## config.mk

```make
export PLATFORM = sky130hd
export DESIGN_NAME = wimax_interleaver_top
export DESIGN_NICKNAME = d
export VERILOG_FILES = /design/src/rtl/wimax_interleaver_top.sv
export SDC_FILE = /design/constraint.sdc
export NUM_CORES = 1
export LEC_CHECK = 0
export CAP_MARGIN = 20
export CORE_UTILIZATION = 25
export CTS_CLUSTER_SIZE = 10
export DETAILED_ROUTE_END_ITERATION = 6
export SLEW_MARGIN = 20
export SYNTH_ARGS = -nofsm -noshare
export SYNTH_HDL_FRONTEND = slang
export SYNTH_SLANG_ARGS = --single-unit
```

## constraint.sdc

```tcl
create_clock -name clk -period 3 [get_ports clk]
set_input_delay 0.9 -clock clk [delete_from_list [all_inputs] [get_ports clk]]
set_output_delay 0.9 -clock clk [all_outputs]
set_load 0.05 [all_outputs]
```

## src/rtl/wimax_interleaver_top.sv

```systemverilog
`default_nettype none
// ============================================================================
// Module   : wimax_interleaver_top
// Brief    : Bit-serial 802.16 OFDM block interleaver with a ping-pong buffer
// Revision : 1.0
// ============================================================================
module wimax_interleaver_top #(
    parameter int NCBPS = 192,
    parameter int NCPC  = 2,
    parameter int S     = ((NCPC / 2) > 1) ? (NCPC / 2) : 1,
    parameter int D     = 16,
    localparam int W    = $clog2(NCBPS)
) (
    input  logic         clk,
    input  logic         resetN,
    input  logic         data_in,
    input  logic         valid_in,
    input  logic         ready_in,
    output logic         data_out,
    output logic         valid_out,
    output logic         ready_out,
    output logic [W-1:0] data_out_index
);

    localparam logic [31:0] C_N    = 32'(NCBPS);
    localparam logic [31:0] C_D    = 32'(D);
    localparam logic [31:0] C_S    = 32'(S);
    localparam logic [31:0] C_ROWS = 32'(NCBPS / D);
    localparam logic [W-1:0] C_LAST = W'(NCBPS - 1);

    logic             wr_bank;
    logic             rd_bank;
    logic [W-1:0]     wr_cnt;
    logic [W-1:0]     rd_ptr;
    logic [1:0]       full;
    logic [1:0]       full_nxt;
    logic [NCBPS-1:0] mem [2];

    logic             wr_fire;
    logic             rd_fire;
    logic             wr_last;
    logic             rd_last;
    logic [31:0]      perm_k;
    logic [31:0]      perm_m;
    logic [31:0]      perm_j;
    logic [W-1:0]     wr_addr;

    assign ready_out      = !full[wr_bank] && !resetN;
    assign valid_out      = full[rd_bank] && !resetN;
    assign data_out       = mem[rd_bank][rd_ptr];
    assign data_out_index = rd_ptr;

    assign wr_fire = valid_in && ready_out;
    assign rd_fire = valid_out && ready_in;
    assign wr_last = (wr_cnt == C_LAST);
    assign rd_last = (rd_ptr == C_LAST);

    // Two-step permutation: column-major spread, then the intra-carrier rotation.
    always_comb begin
        perm_k  = 32'(wr_cnt);
        perm_m  = C_ROWS * (perm_k % C_D) + (perm_k / C_D);
        perm_j  = C_S * (perm_m / C_S)
                + ((perm_m + C_N - ((C_D * perm_m) / C_N)) % C_S);
        wr_addr = perm_j[W-1:0];
    end

    // Write and read completions can never target the same bank in one cycle.
    always_comb begin
        full_nxt = full;
        if (wr_fire && wr_last) begin
            full_nxt[wr_bank] = 1'b1;
        end
        if (rd_fire && rd_last) begin
            full_nxt[rd_bank] = 1'b0;
        end
    end

    always_ff @(posedge clk) begin
        if (resetN) begin
            wr_bank <= 1'b0;
            rd_bank <= 1'b0;
            wr_cnt  <= '0;
            rd_ptr  <= '0;
            full    <= 2'b00;
        end else begin
            full <= full_nxt;
            if (wr_fire) begin
                if (wr_last) begin
                    wr_cnt  <= '0;
                    wr_bank <= ~wr_bank;
                end else begin
                    wr_cnt  <= wr_cnt + W'(1);
                end
            end
            if (rd_fire) begin
                if (rd_last) begin
                    rd_ptr  <= '0;
                    rd_bank <= ~rd_bank;
                end else begin
                    rd_ptr  <= rd_ptr + W'(1);
                end
            end
        end
    end

    // Payload storage carries no reset; the full flags qualify its contents.
    always_ff @(posedge clk) begin
        if (wr_fire) begin
            mem[wr_bank][wr_addr] <= data_in;
        end
    end

endmodule
`default_nettype wire

```

### After elaboration in Yosys (flattened, before gate mapping)

Memory sizes are Yosys's and may differ from the RTL's. A register that Yosys moved wholly into a read port is not among the register bits.
Index checks and enable logic that the tools add are counted.

| word-level totals | value |
|---|---|
| register bits after elaboration | 20 |
| RAM bits | 384 |
| input bits | 5 |
| output and inout bits | 11 |
| word-level logic and storage cells | 57 |
| memories kept | 1 |

Memory list:

| memory | depth | bits a word | rd ports | clocked after memory_dff | write ports | RTL line | RTL |
|---|---|---|---|---|---|---|---|
| mem | 2 | 192 | 1 | 1 | 1 | 37 | `logic [NCBPS-1:0] mem [2];` |

| cells by class | value |
|---|---|
| add/subtract/negate cells | 3 |
| multiply operators | 1 |
| $lt $le $gt $ge | 7 |
| equality and inequality tests | 2 |
| muxes and demuxes | 20 |
| bitwise gates (word level) | 5 |
| reductions and logical operators | 13 |

Operator list:

| operator | count |
|---|---|
| 192-bit 2-to-1 mux | 1 |
| 8-bit by 9-bit less-than comparator with 1-bit output (second input constant) | 2 |
| 8-bit by 1-bit adder with 8-bit output (second input constant) | 2 |
| 8-bit equality test (second input constant) | 2 |
| 8-bit 2-to-1 mux | 2 |
| 1-bit 2-to-1 mux | 11 |
| 1-bit logical AND | 9 |
| 8-bit by 4-bit adder with 8-bit output | 1 |
| 1-bit binary-select mux with 8-bit select | 1 |
| 1-bit demux with 8-bit select | 1 |
| 8-bit by 1-bit greater-or-equal comparator with 1-bit output (second input constant) | 1 |
| 2-bit by 4-bit multiplier with 6-bit output (first input constant) | 1 |
| 1-bit by 2-bit less-than comparator with 1-bit output (second input constant) | 2 |
| 2-bit 2-to-1 mux | 2 |
| 2-bit AND reduction | 2 |
| 2-bit AND | 1 |
| 1-bit demux with 1-bit select | 2 |
| 1-bit greater-or-equal comparator (second input constant) | 2 |
| 1-bit zero test | 2 |
| 1-bit NOT | 2 |
| 2-bit NOT | 1 |
| 2-bit bitwise OR | 1 |

### Logic depth before layout (Yosys ltp)

Gate-level depths: netlist (run 1).

| depth | value |
|---|---|
| depth after elaboration | 9 |
| mapped depth | 11 |
| gate-level depth less buffers | 8 |

### Worst setup path after synthesis (run 1)

OpenSTA, ideal clock, no wires.

| timing path | value |
|---|---|
| path kind | reg2out |
| start point | reg rd_ptr[0] (netlist: data_out_index[0]) |
| end point | out data_out |
| arrival time | 3.258 ns |
| required time | 2.100 ns |
| slack | -1.158 ns |
| cell stages (with the launch flop) | 10 |
| buffers on the path | 3 |
| path through | dfxtp_1 -> buf_2 -> buf_4 -> clkbuf_1 -> mux4_2 -> o21ai_0 -> a21oi_1 -> nor2_1 -> o21a_1 -> o311ai_1 |

| on the way | value |
|---|---|
| cells in the longest elaborated chain, start to end | 2 |

RTL lines:

| item | RTL line | RTL |
|---|---|---|
| start, declared | 34 | `logic [W-1:0] rd_ptr;` |
| start signal, assigned | 100 | `rd_ptr <= rd_ptr + W'(1);` |
| 1-bit binary-select mux with 8-bit select | 50 | `assign data_out = mem[rd_bank][rd_ptr];` |
| 1-bit 2-to-1 mux (implied by the code) | 50 |  |
| end, declared | 19 | `output logic data_out,` |

Every way passes these cells. The select of a mux whose other input is x is not followed.

==> flow_summary.json, run 1 <==
{
  "grt_pass1_wl_um": 74400,
  "async_flop_share": 0,
  "grt.overflow.total": 0,
  "total_leakage_power_uw": 0.00701,
  "synthCells": 1404,
  "synth_area_leader_cell": "edfxtp_1",
  "slowest_delay_ns": 0.47,
  "ys_ff_latch": 405,
  "vdd_drop_max_v": 0.000360,
  "ff2ff_setup_slack_ns": 0.12,
  "fin_crit_sh": 1.32,
  "whs_endpoint": "full[0]",
  "drt_first_pass_iters": 5,
  "h-tree-depth": 2,
  "die_y_um": 277,
  "numCtsBuffers": 47,
  "design.die.area_sq_um": 76800,
  "cp.arrival_ns": 3.07,
  "crit_fanout": 6,
  "clock-sinks": 405,
  "rsz0062_at_grt": "true",
  "diodes": 0,
  "drtIter0Drc": 1160,
  "synthTopCellsByArea": "edfxtp_1, mux4_2, nor2_1",
  "postCtsHoldBufs": 0,
  "syn_area_per_cell_sq_um": 13.5,
  "finalWirelength_um": 47900,
  "worstMarginPinSlew_ns": 0.745,
  "synth_edf_count": 384,
  "nets": 1542,
  "setup_ws_ns": -0.969,
  "gp_congestion": 0.822,
  "preCtsSetupSlack_ns": -0.443,
  "drcViolationCount": 0,
  "final_max_slew_viol_count": 0,
  "total_power_uw": 11600,
  "status": "complete, but fails checks",
  "dpl.hpwl_um": 31000,
  "fp.dieW_um": 277,
  "yosysMostFrequentCell": "edfxtp_1",
  "clock_latency_ns": 0.57,
  "use_met3": 0.0207,
  "worstSetupPathType": "flip-flop to output port",
  "cts_tree": "built",
  "ys_types": 61,
  "grt_usage": 0.123,
  "drv_cap": 0,
  "vias": 12200,
  "vias_per_cell": 4.83,
  "hp-class": "flip-flop to flip-flop",
  "reg2reg_depth": 8,
  "grt_max_degree": 78,
  "final.min_clock_period_ns": 3.97,
  "core_sq_um": 74700,
  "io_pins": 16,
  "drtAntennaViolNets": 0,
  "syn-num-nets": 1419,
  "max_freq_mhz": 252,
  "crit_buf_inv": 4,
  "hp-start": "rd_bank",
  "syn_to_final_growth_pct": 23.3,
  "ys_seq_area_frac": 0.631,
  "synth_top_cell_area_share": 0.609,
  "post_drt_wl_per_cell_um": 18.9,
  "portBuffers": 15,
  "cp_cell_sequence": "buf_12 > buf_12 > buf_8 > mux4_2 > mux2i_1 > mux2i_1 > a22oi_1 > nand4_1 > nand4b_1 > o311ai_4 > buf_12",
  "fillers": 7368,
  "hold_depth": 2,
  "relSlewSlack": 0.503,
  "power-per-cell-area_nw_per_um2": 497,
  "globalRouteMet2Util": 0.198,
  "synth.top_cells.by_count": "edfxtp_1, nor2_1, nor3_1, nand2_1, mux4_2",
  "root_buffer": "clkbuf_16",
  "antenna_found_initial": 1,
  "clk_pin_slew_ns": 0.05,
  "cpLargestDelayFamily": "multiplexers",
  "grt_use_met1": 0.169,
  "syn_area_sq_um": 18900,
  "required_ns": 2.10,
  "clockBufferDepth": 3,
  "start_kind": "flip-flop",
  "fin_skew_ns": 0.0220,
  "cp_common_cell": "buf_12",
  "start_util": 0.253,
  "setup_violations": 1,
  "synthFlopType": "edfxtp_1",
  "r2r_start": "wr_cnt[1]",
  "ys_warn_count": 0,
  "num_rows": 100,
  "hold_viol": 0,
  "cpMaxStageDelayCell": "mux4_2",
  "worstSetupEndpointType": "output port",
  "busiest_layer": "met2",
  "r2r-end": "mem[0][102]",
  "drive_above_1_share": 0.285,
  "grt_pass1_vias": 12300,
  "violations": "setup timing"
}
-- power by group --
part / leakage, uW / internal, uW / switching (uW)
Clock: 0.000656 / 3000 / 2200
Combinational: 0.00273 / 63.2 / 152
Sequential: 0.00362 / 6180 / 1.65
Total: 0.00701 / 9240 / 2350
-- per-layer routing --
layer | up-vias | wire, um
met5 | - | 9
met4 | 2 | 1080
met1 | 6268 | 21000
li1 | 5519 | -
met3 | 83 | 2790
met2 | 374 | 22900
-- state kept, by name (all words and copies together) (netlist names), named ones only --
register,cells
data_out_index,8
wr_cnt,8
wr_bank,1
full,2
rd_bank,1
mem,384
-- how the worst max path moves through the flow --
| stage | start | endpoint | slack [ns] | cells past startpoint |
|---|---|---|---|---|
| 5_1_grt | flip-flop | data_out | -1.03 | 11 |
| 3_5_place_dp | flip-flop | data_out | -0.44 | 10 |
| 2_1_floorplan | flip-flop | data_out | -0.06 | 9 |
| 3_3_place_gp | flip-flop | data_out | -0.42 | 10 |
| 4_1_cts | flip-flop | data_out | -0.99 | 9 |
| 6_report | flip-flop | data_out | -0.97 | 11 |
-- cell usage in the layout, fill, tap and decap left out, types with 5 or more instances in the layout --
master	instances
buf_12	47
buf_6	7
buf_4	129
nor3_1	137
xnor2_1	7
a21oi_1	8
edfxtp_1	384
xor2_1	12
ha_1	7
nor2b_1	9
and2_1	5
inv_1	8
clkdlybuf4s50_1	8
mux2_2	13
o221ai_1	6
nor3_2	68
clkbuf_1	35
nand2_1	106
nand3_1	14
mux4_2	80
clkbuf_16	52
a221oi_1	6
nand2b_1	8
nor2_1	239
o21ai_0	9
nand4_1	6
dfxtp_1	14
a211oi_1	6
mux2i_1	36
-- per-stage QoR --
| step | hold slack, ns | utilization | std cells | setup TNS (ns) | instance area, sq um |
|---|---|---|---|---|---|
| after global placement | 0.495 | 0.288 | 2435 | -2.73 | 21500 |
| after floorplan | 0.473 | - | 1404 | -0.0600 | 19100 |
| after global routing | 0.546 | 0.312 | 2535 | -1.03 | 23300 |
| after detailed placement | 0.501 | 0.288 | 2435 | -4.18 | 21500 |
| after CTS | 0.521 | 0.308 | 2524 | -0.992 | 23000 |
| final | 0.518 | 0.312 | 2535 | -0.969 | 23300 |
-- area by class of cell --
class	instances	area, sq um	share of cell area
sequential	405	12000	0.513
multi-input combinational	863	6500	0.278
timing repair buffer	200	2250	0.0964
clock buffer	83	1330	0.0571
tap	969	1210	0.0519
clock inverter	5	43.8	0.00188
inverter	10	37.5	0.00161
-- tightest hold or removal path, delay by kind of cell, from the launching register on --
family	cells	cell delay, ns
AO/OA/AOI/OAI	1	0.06
buffers and inverters	1	0.07
flip-flops	1	0.35
-- kinds of logic (layout without fill, tap and decap cells) --
kind of cell,count (synthesis),count (layout),synth area share
buf+inv,136,298,0.0395
fa+ha+maj,10,10,0.00740
mux,131,131,0.123
flops,405,405,0.631
compound gates,82,82,0.0316
xor+xnor,20,20,0.00965
simple gates,620,620,0.158
-- what timing repair did --
action	4_1_cts	5_1_grt
resized for setup	11	42
endpoints found under the setup margin	3	383
pin swaps	1	7
cloned	1	4
buffers inserted	0	7
Power figures use the tool's default switching activity.
==> run 2, diff against run 1 <==
--- a/config.mk
+++ b/config.mk
@@ -6,7 +6,7 @@
 export NUM_CORES = 1
 export LEC_CHECK = 0
 export CAP_MARGIN = 20
-export CORE_UTILIZATION = 25
+export CORE_UTILIZATION = 47
 export CTS_CLUSTER_SIZE = 10
 export DETAILED_ROUTE_END_ITERATION = 6
 export SLEW_MARGIN = 20
==> flow_summary.json, run 2 (synthesis gave the netlist of run 1 again) <==
{
  "status": "complete, but fails checks",
  "violations": "setup timing",
  "setup.worst_path.end": "data_out",
  "root_buffer": "clkbuf_16",
  "rsz0062_at_grt": "true",
  "diodes": 0,
  "worstMarginPinSlew_ns": 0.593,
  "final_util": 0.566,
  "cts_tree": "built",
  "nets": 1521,
  "drtIter0Drc": 1232,
  "relSlewSlack": 0.604,
  "grt_pass1_vias": 11900,
  "final.min_clock_period_ns": 3.95,
  "h-tree-depth": 2,
  "drv_cap": 0,
  "fin_skew_ns": 0.0376,
  "grt_pass1_wl_um": 72400,
  "vias": 12100,
  "required_ns": 2.10,
  "drive_above_1_share": 0.272,
  "drtAntennaViolNets": 0,
  "drt_first_pass_iters": 5,
  "worstSetupPathType": "flip-flop to output port",
  "io_pins": 16,
  "gp_congestion": 0.830,
  "max_flop_register": "mem",
  "numCtsBuffers": 47,
  "clockBufferDepth": 3,
  "finalWirelength_um": 47700,
  "postCtsHoldBufs": 0,
  "total_leakage_power_uw": 0.00688,
  "layout_commonest_cell": "edfxtp_1",
  "num_rows": 73,
  "vias_per_cell": 5.88,
  "core_sq_um": 39700,
  "ff2ff_setup_slack_ns": 0.12,
  "fillers": 3158,
  "grt_usage": 0.234,
  "final_area_sq_um": 22500,
  "place_inst": 1970,
  "preCtsSetupSlack_ns": -0.530,
  "vdd_drop_max_v": 0.000409,
  "largest_reg_flops": 384,
  "hp-class": "flip-flop to flip-flop",
  "grt_max_degree": 104,
  "start_kind": "flip-flop",
  "drcViolationCount": 0,
  "reg2reg_depth": 11,
  "worstSetupEndpointType": "output port",
  "clock-sinks": 405,
  "crit_fanout": 6,
  "clk_pin_slew_ns": 0.05,
  "setup_violations": 1,
  "layout_common_cells": "edfxtp_1, nor2_1, nor3_1, buf_4, nand2_1",
  "max_freq_mhz": 253,
  "start_util": 0.477,
  "r2r_start": "wr_cnt[1]",
  "r2r-end": "mem[0][74]",
  "clock_latency_ns": 0.60,
  "portBuffers": 15,
  "grt.overflow.total": 0,
  "antenna_found_initial": 0,
  "setup_ws_ns": -0.950,
  "fp.dieW_um": 203,
  "cp.arrival_ns": 3.05,
  "final_max_slew_viol_count": 0,
  "dpl_cell_area_sq_um": 20700,
  "fin_cells": 2063,
  "fin_crit_sh": 1.32,
  "design.die.area_sq_um": 41100,
  "die_y_um": 203,
  "post_drt_wl_per_cell_um": 23.1,
  "hold_slack_ns": 0.515,
  "power-per-cell-area_nw_per_um2": 519,
  "hold_viol": 0,
  "dpl.hpwl_um": 29300,
  "syn_to_final_growth_pct": 18.7
}
run 2: cell count changes in the layout (fill, tap and decap cells not counted), moves of 3 or more:
cell      before  now
nor2_1       239  242
buf_12        47   35
buf_4        129  124
clkbuf_1      35   30
buf_6          7    3
run 2: layout make-up:
cell class	instances	area, sq um	area share
well taps	525	657	0.0292
clock inverters	2	35.0	0.00156
flip-flops and latches	405	12000	0.533
repair buffers	179	1970	0.0875
clock buffers	79	1340	0.0596
multi-input cells	863	6470	0.288
inverters	10	37.5	0.00167
run 2: layer usage:
metal	vias up	wire (um)	global-route usage
met2	440	22300	0.364
met5	-	0	0
met3	65	3160	0.0347
li1	5468	-	-
met4	0	1010	0.0671
met1	6152	21200	0.342
run 2: through the flow:
step	TNS, ns	power (uW)
after global routing	-1.06	11900
after CTS	-0.998	11700
after floorplan	-0.0600	6360
final	-0.950	11700
after detailed placement	-2.25	6500
after global placement	-1.42	6500
run 2: how the worst min path moves through the flow:
| stage | start | end | slack (ns) | depth (start not counted) |
|---|---|---|---|---|
| 2_1_floorplan | rd_bank | full[0] | 0.47 | 2 |
| 3_3_place_gp | rd_bank | full[0] | 0.50 | 2 |
| 3_5_place_dp | rd_bank | full[0] | 0.51 | 2 |
| 4_1_cts | rd_bank | full[0] | 0.52 | 2 |
| 5_1_grt | rd_bank | full[0] | 0.57 | 2 |
| 6_report | rd_bank | full[0] | 0.52 | 2 |
run 2: what timing repair did:
| item | CTS | global route |
|---|---|---|
| pin swaps | 1 | 6 |
| resized for setup | 7 | 33 |
| setup endpoints to repair | 3 | 382 |
| setup buffers | 4 | 4 |
| endpoints found under the hold margin | 0 | 0 |
| cloned | 2 | 2 |
run 2: power by group:
part           switching, uW  leakage (uW)  internal, uW  total (uW)
combinational            148       0.00260          53.9         202
sequential              1.13       0.00362          6180        6180
clock                   2180      0.000657          3090        5270
total                   2330       0.00688          9330       11700
run 2: critical path: stages, from the launching register on:
cell	delay, ns
dfxtp_4	0.38
buf_12	0.16
buf_16	0.15
buf_12	0.12
mux4_2	0.50
mux2i_2	0.19
mux2i_1	0.12
a22oi_1	0.15
nand4_1	0.19
nand4b_1	0.21
o311ai_4	0.13
buf_6	0.19
==> run 3, diff against run 2 <==
--- a/config.mk
+++ b/config.mk
@@ -9,6 +9,7 @@
 export CORE_UTILIZATION = 47
 export CTS_CLUSTER_SIZE = 10
 export DETAILED_ROUTE_END_ITERATION = 6
+export PLACE_DENSITY = 0.77
 export SLEW_MARGIN = 20
 export SYNTH_ARGS = -nofsm -noshare
 export SYNTH_HDL_FRONTEND = slang
==> flow_summary.json, run 3 (synthesis gave the netlist of run 1 again) <==
{
  "layout_common_cells": "edfxtp_1, nor2_1, nor3_1, buf_4, nand2_1",
  "hold_slack_ns": 0.526,
  "status": "complete, but fails checks",
  "post_drt_wl_per_cell_um": 22.3,
  "hold_viol": 0,
  "final_util": 0.566,
  "crit_fanout": 6,
  "fp.dieW_um": 203,
  "clk_pin_slew_ns": 0.05,
  "max_flop_register": "mem",
  "place_inst": 1971,
  "nets": 1528,
  "clock-sinks": 405,
  "start_util": 0.477,
  "reg2reg_depth": 8,
  "grt_pass1_wl_um": 70600,
  "fin_cells": 2076,
  "hold_depth": 2,
  "whs_endpoint": "wr_cnt[6]",
  "numCtsBuffers": 47,
  "h-tree-depth": 2,
  "rsz0062_at_grt": "true",
  "dpl.hpwl_um": 28500,
  "die_y_um": 203,
  "grt.overflow.total": 0,
  "max_freq_mhz": 254,
  "grt_pass1_vias": 12400,
  "setup_ws_ns": -0.944,
  "cts_tree": "built",
  "start_kind": "flip-flop",
  "relSlewSlack": 0.585,
  "total_leakage_power_uw": 0.00686,
  "power-per-cell-area_nw_per_um2": 515,
  "final_max_slew_viol_count": 0,
  "setup_tns_ns": -0.944,
  "grt_usage": 0.224,
  "design.die.area_sq_um": 41100,
  "io_pins": 16,
  "syn_to_final_growth_pct": 18.7,
  "core_sq_um": 39700,
  "cp.arrival_ns": 3.04,
  "layout_commonest_cell": "edfxtp_1",
  "portBuffers": 15,
  "hp-class": "flip-flop to flip-flop",
  "fin_crit_sh": 1.31,
  "final.min_clock_period_ns": 3.94,
  "drt_first_pass_iters": 5,
  "diodes": 0,
  "vdd_drop_max_v": 0.000396,
  "vias": 12400,
  "clockBufferDepth": 3,
  "drive_above_1_share": 0.277,
  "ff2ff_setup_slack_ns": 0.07,
  "postCtsHoldBufs": 0,
  "grt_max_degree": 119,
  "required_ns": 2.10,
  "r2r-end": "mem[1][101]",
  "drv_cap": 0,
  "gp_congestion": 0.862,
  "drtAntennaViolNets": 0,
  "dpl_cell_area_sq_um": 20700,
  "worstMarginPinSlew_ns": 0.616,
  "largest_reg_flops": 384,
  "worstSetupEndpointType": "output port",
  "clock_latency_ns": 0.56,
  "drcViolationCount": 0,
  "final_area_sq_um": 22500,
  "num_rows": 73,
  "fin_skew_ns": 0.0140,
  "antenna_found_initial": 0,
  "finalWirelength_um": 46300,
  "setup_violations": 1,
  "r2r_start": "wr_cnt[1]",
  "vias_per_cell": 5.99,
  "root_buffer": "clkbuf_16",
  "worstSetupPathType": "flip-flop to output port",
  "drtIter0Drc": 1480,
  "hp-start": "wr_cnt[6]",
  "violations": "setup timing"
}
## run 3: metal layers
| layer | wire, um | share of wire | vias to the layer above | track usage |
|---|---|---|---|---|
| met5 | 0 | 0 | - | 0 |
| met4 | 1310 | 0.028 | 0 | 0.0773 |
| met3 | 4410 | 0.095 | 101 | 0.0552 |
| met2 | 22500 | 0.49 | 623 | 0.362 |
| met1 | 18000 | 0.39 | 6222 | 0.296 |
| li1 | - | - | 5483 | - |
## run 3: through the flow
| stage | setup slack (ns) | total power [uW] |
|---|---|---|
| 2_1_floorplan | -0.0600 | 6360 |
| 3_3_place_gp | -0.384 | 6490 |
| 3_5_place_dp | -0.419 | 6500 |
| 4_1_cts | -0.960 | 11600 |
| 5_1_grt | -0.987 | 11800 |
| 6_report | -0.944 | 11600 |
## run 3: worst max-delay path by stage
stage / startpoint / to / slack [ns] / cells past startpoint
floorplan: flip-flop / data_out / -0.06 / 9
global placement: flip-flop / data_out / -0.38 / 9
detailed placement: flip-flop / data_out / -0.42 / 9
CTS: flip-flop / data_out / -0.96 / 8
global route: flip-flop / data_out / -0.99 / 11
finish: flip-flop / data_out / -0.94 / 8
## run 3: final cells by class
| class | instances | area (sq um) |
|---|---|---|
| multi-input combinational | 863 | 6480 |
| timing repair buffer | 186 | 1950 |
| clock inverter | 3 | 20.0 |
| sequential | 405 | 12000 |
| tap | 525 | 657 |
| clock buffer | 84 | 1360 |
| fill | 3037 | 17300 |
| inverter | 10 | 41.3 |
## run 3: timing repair
item                       4_1_cts  5_1_grt
buffers inserted                 2       13
pin swaps                        1        9
gates resized for setup         11       39
gates cloned                     2        3
setup endpoints to repair       35      251
## run 3: power by group
part | switching (uW) | leakage (uW) | internal (uW)
clock | 2150 | 0.000651 | 3030
sequential | 1.63 | 0.00362 | 6180
combinational | 147 | 0.00258 | 51.4
total | 2300 | 0.00686 | 9270
## run 3: critical path, stage by stage, from the launching register on
cell	delay (ns)
dfxtp_4	0.36
buf_12	0.14
clkbuf_16	0.16
mux4_2	0.53
mux4_2	0.54
a221oi_2	0.26
buf_4	0.18
o311ai_4	0.11
buf_6	0.19
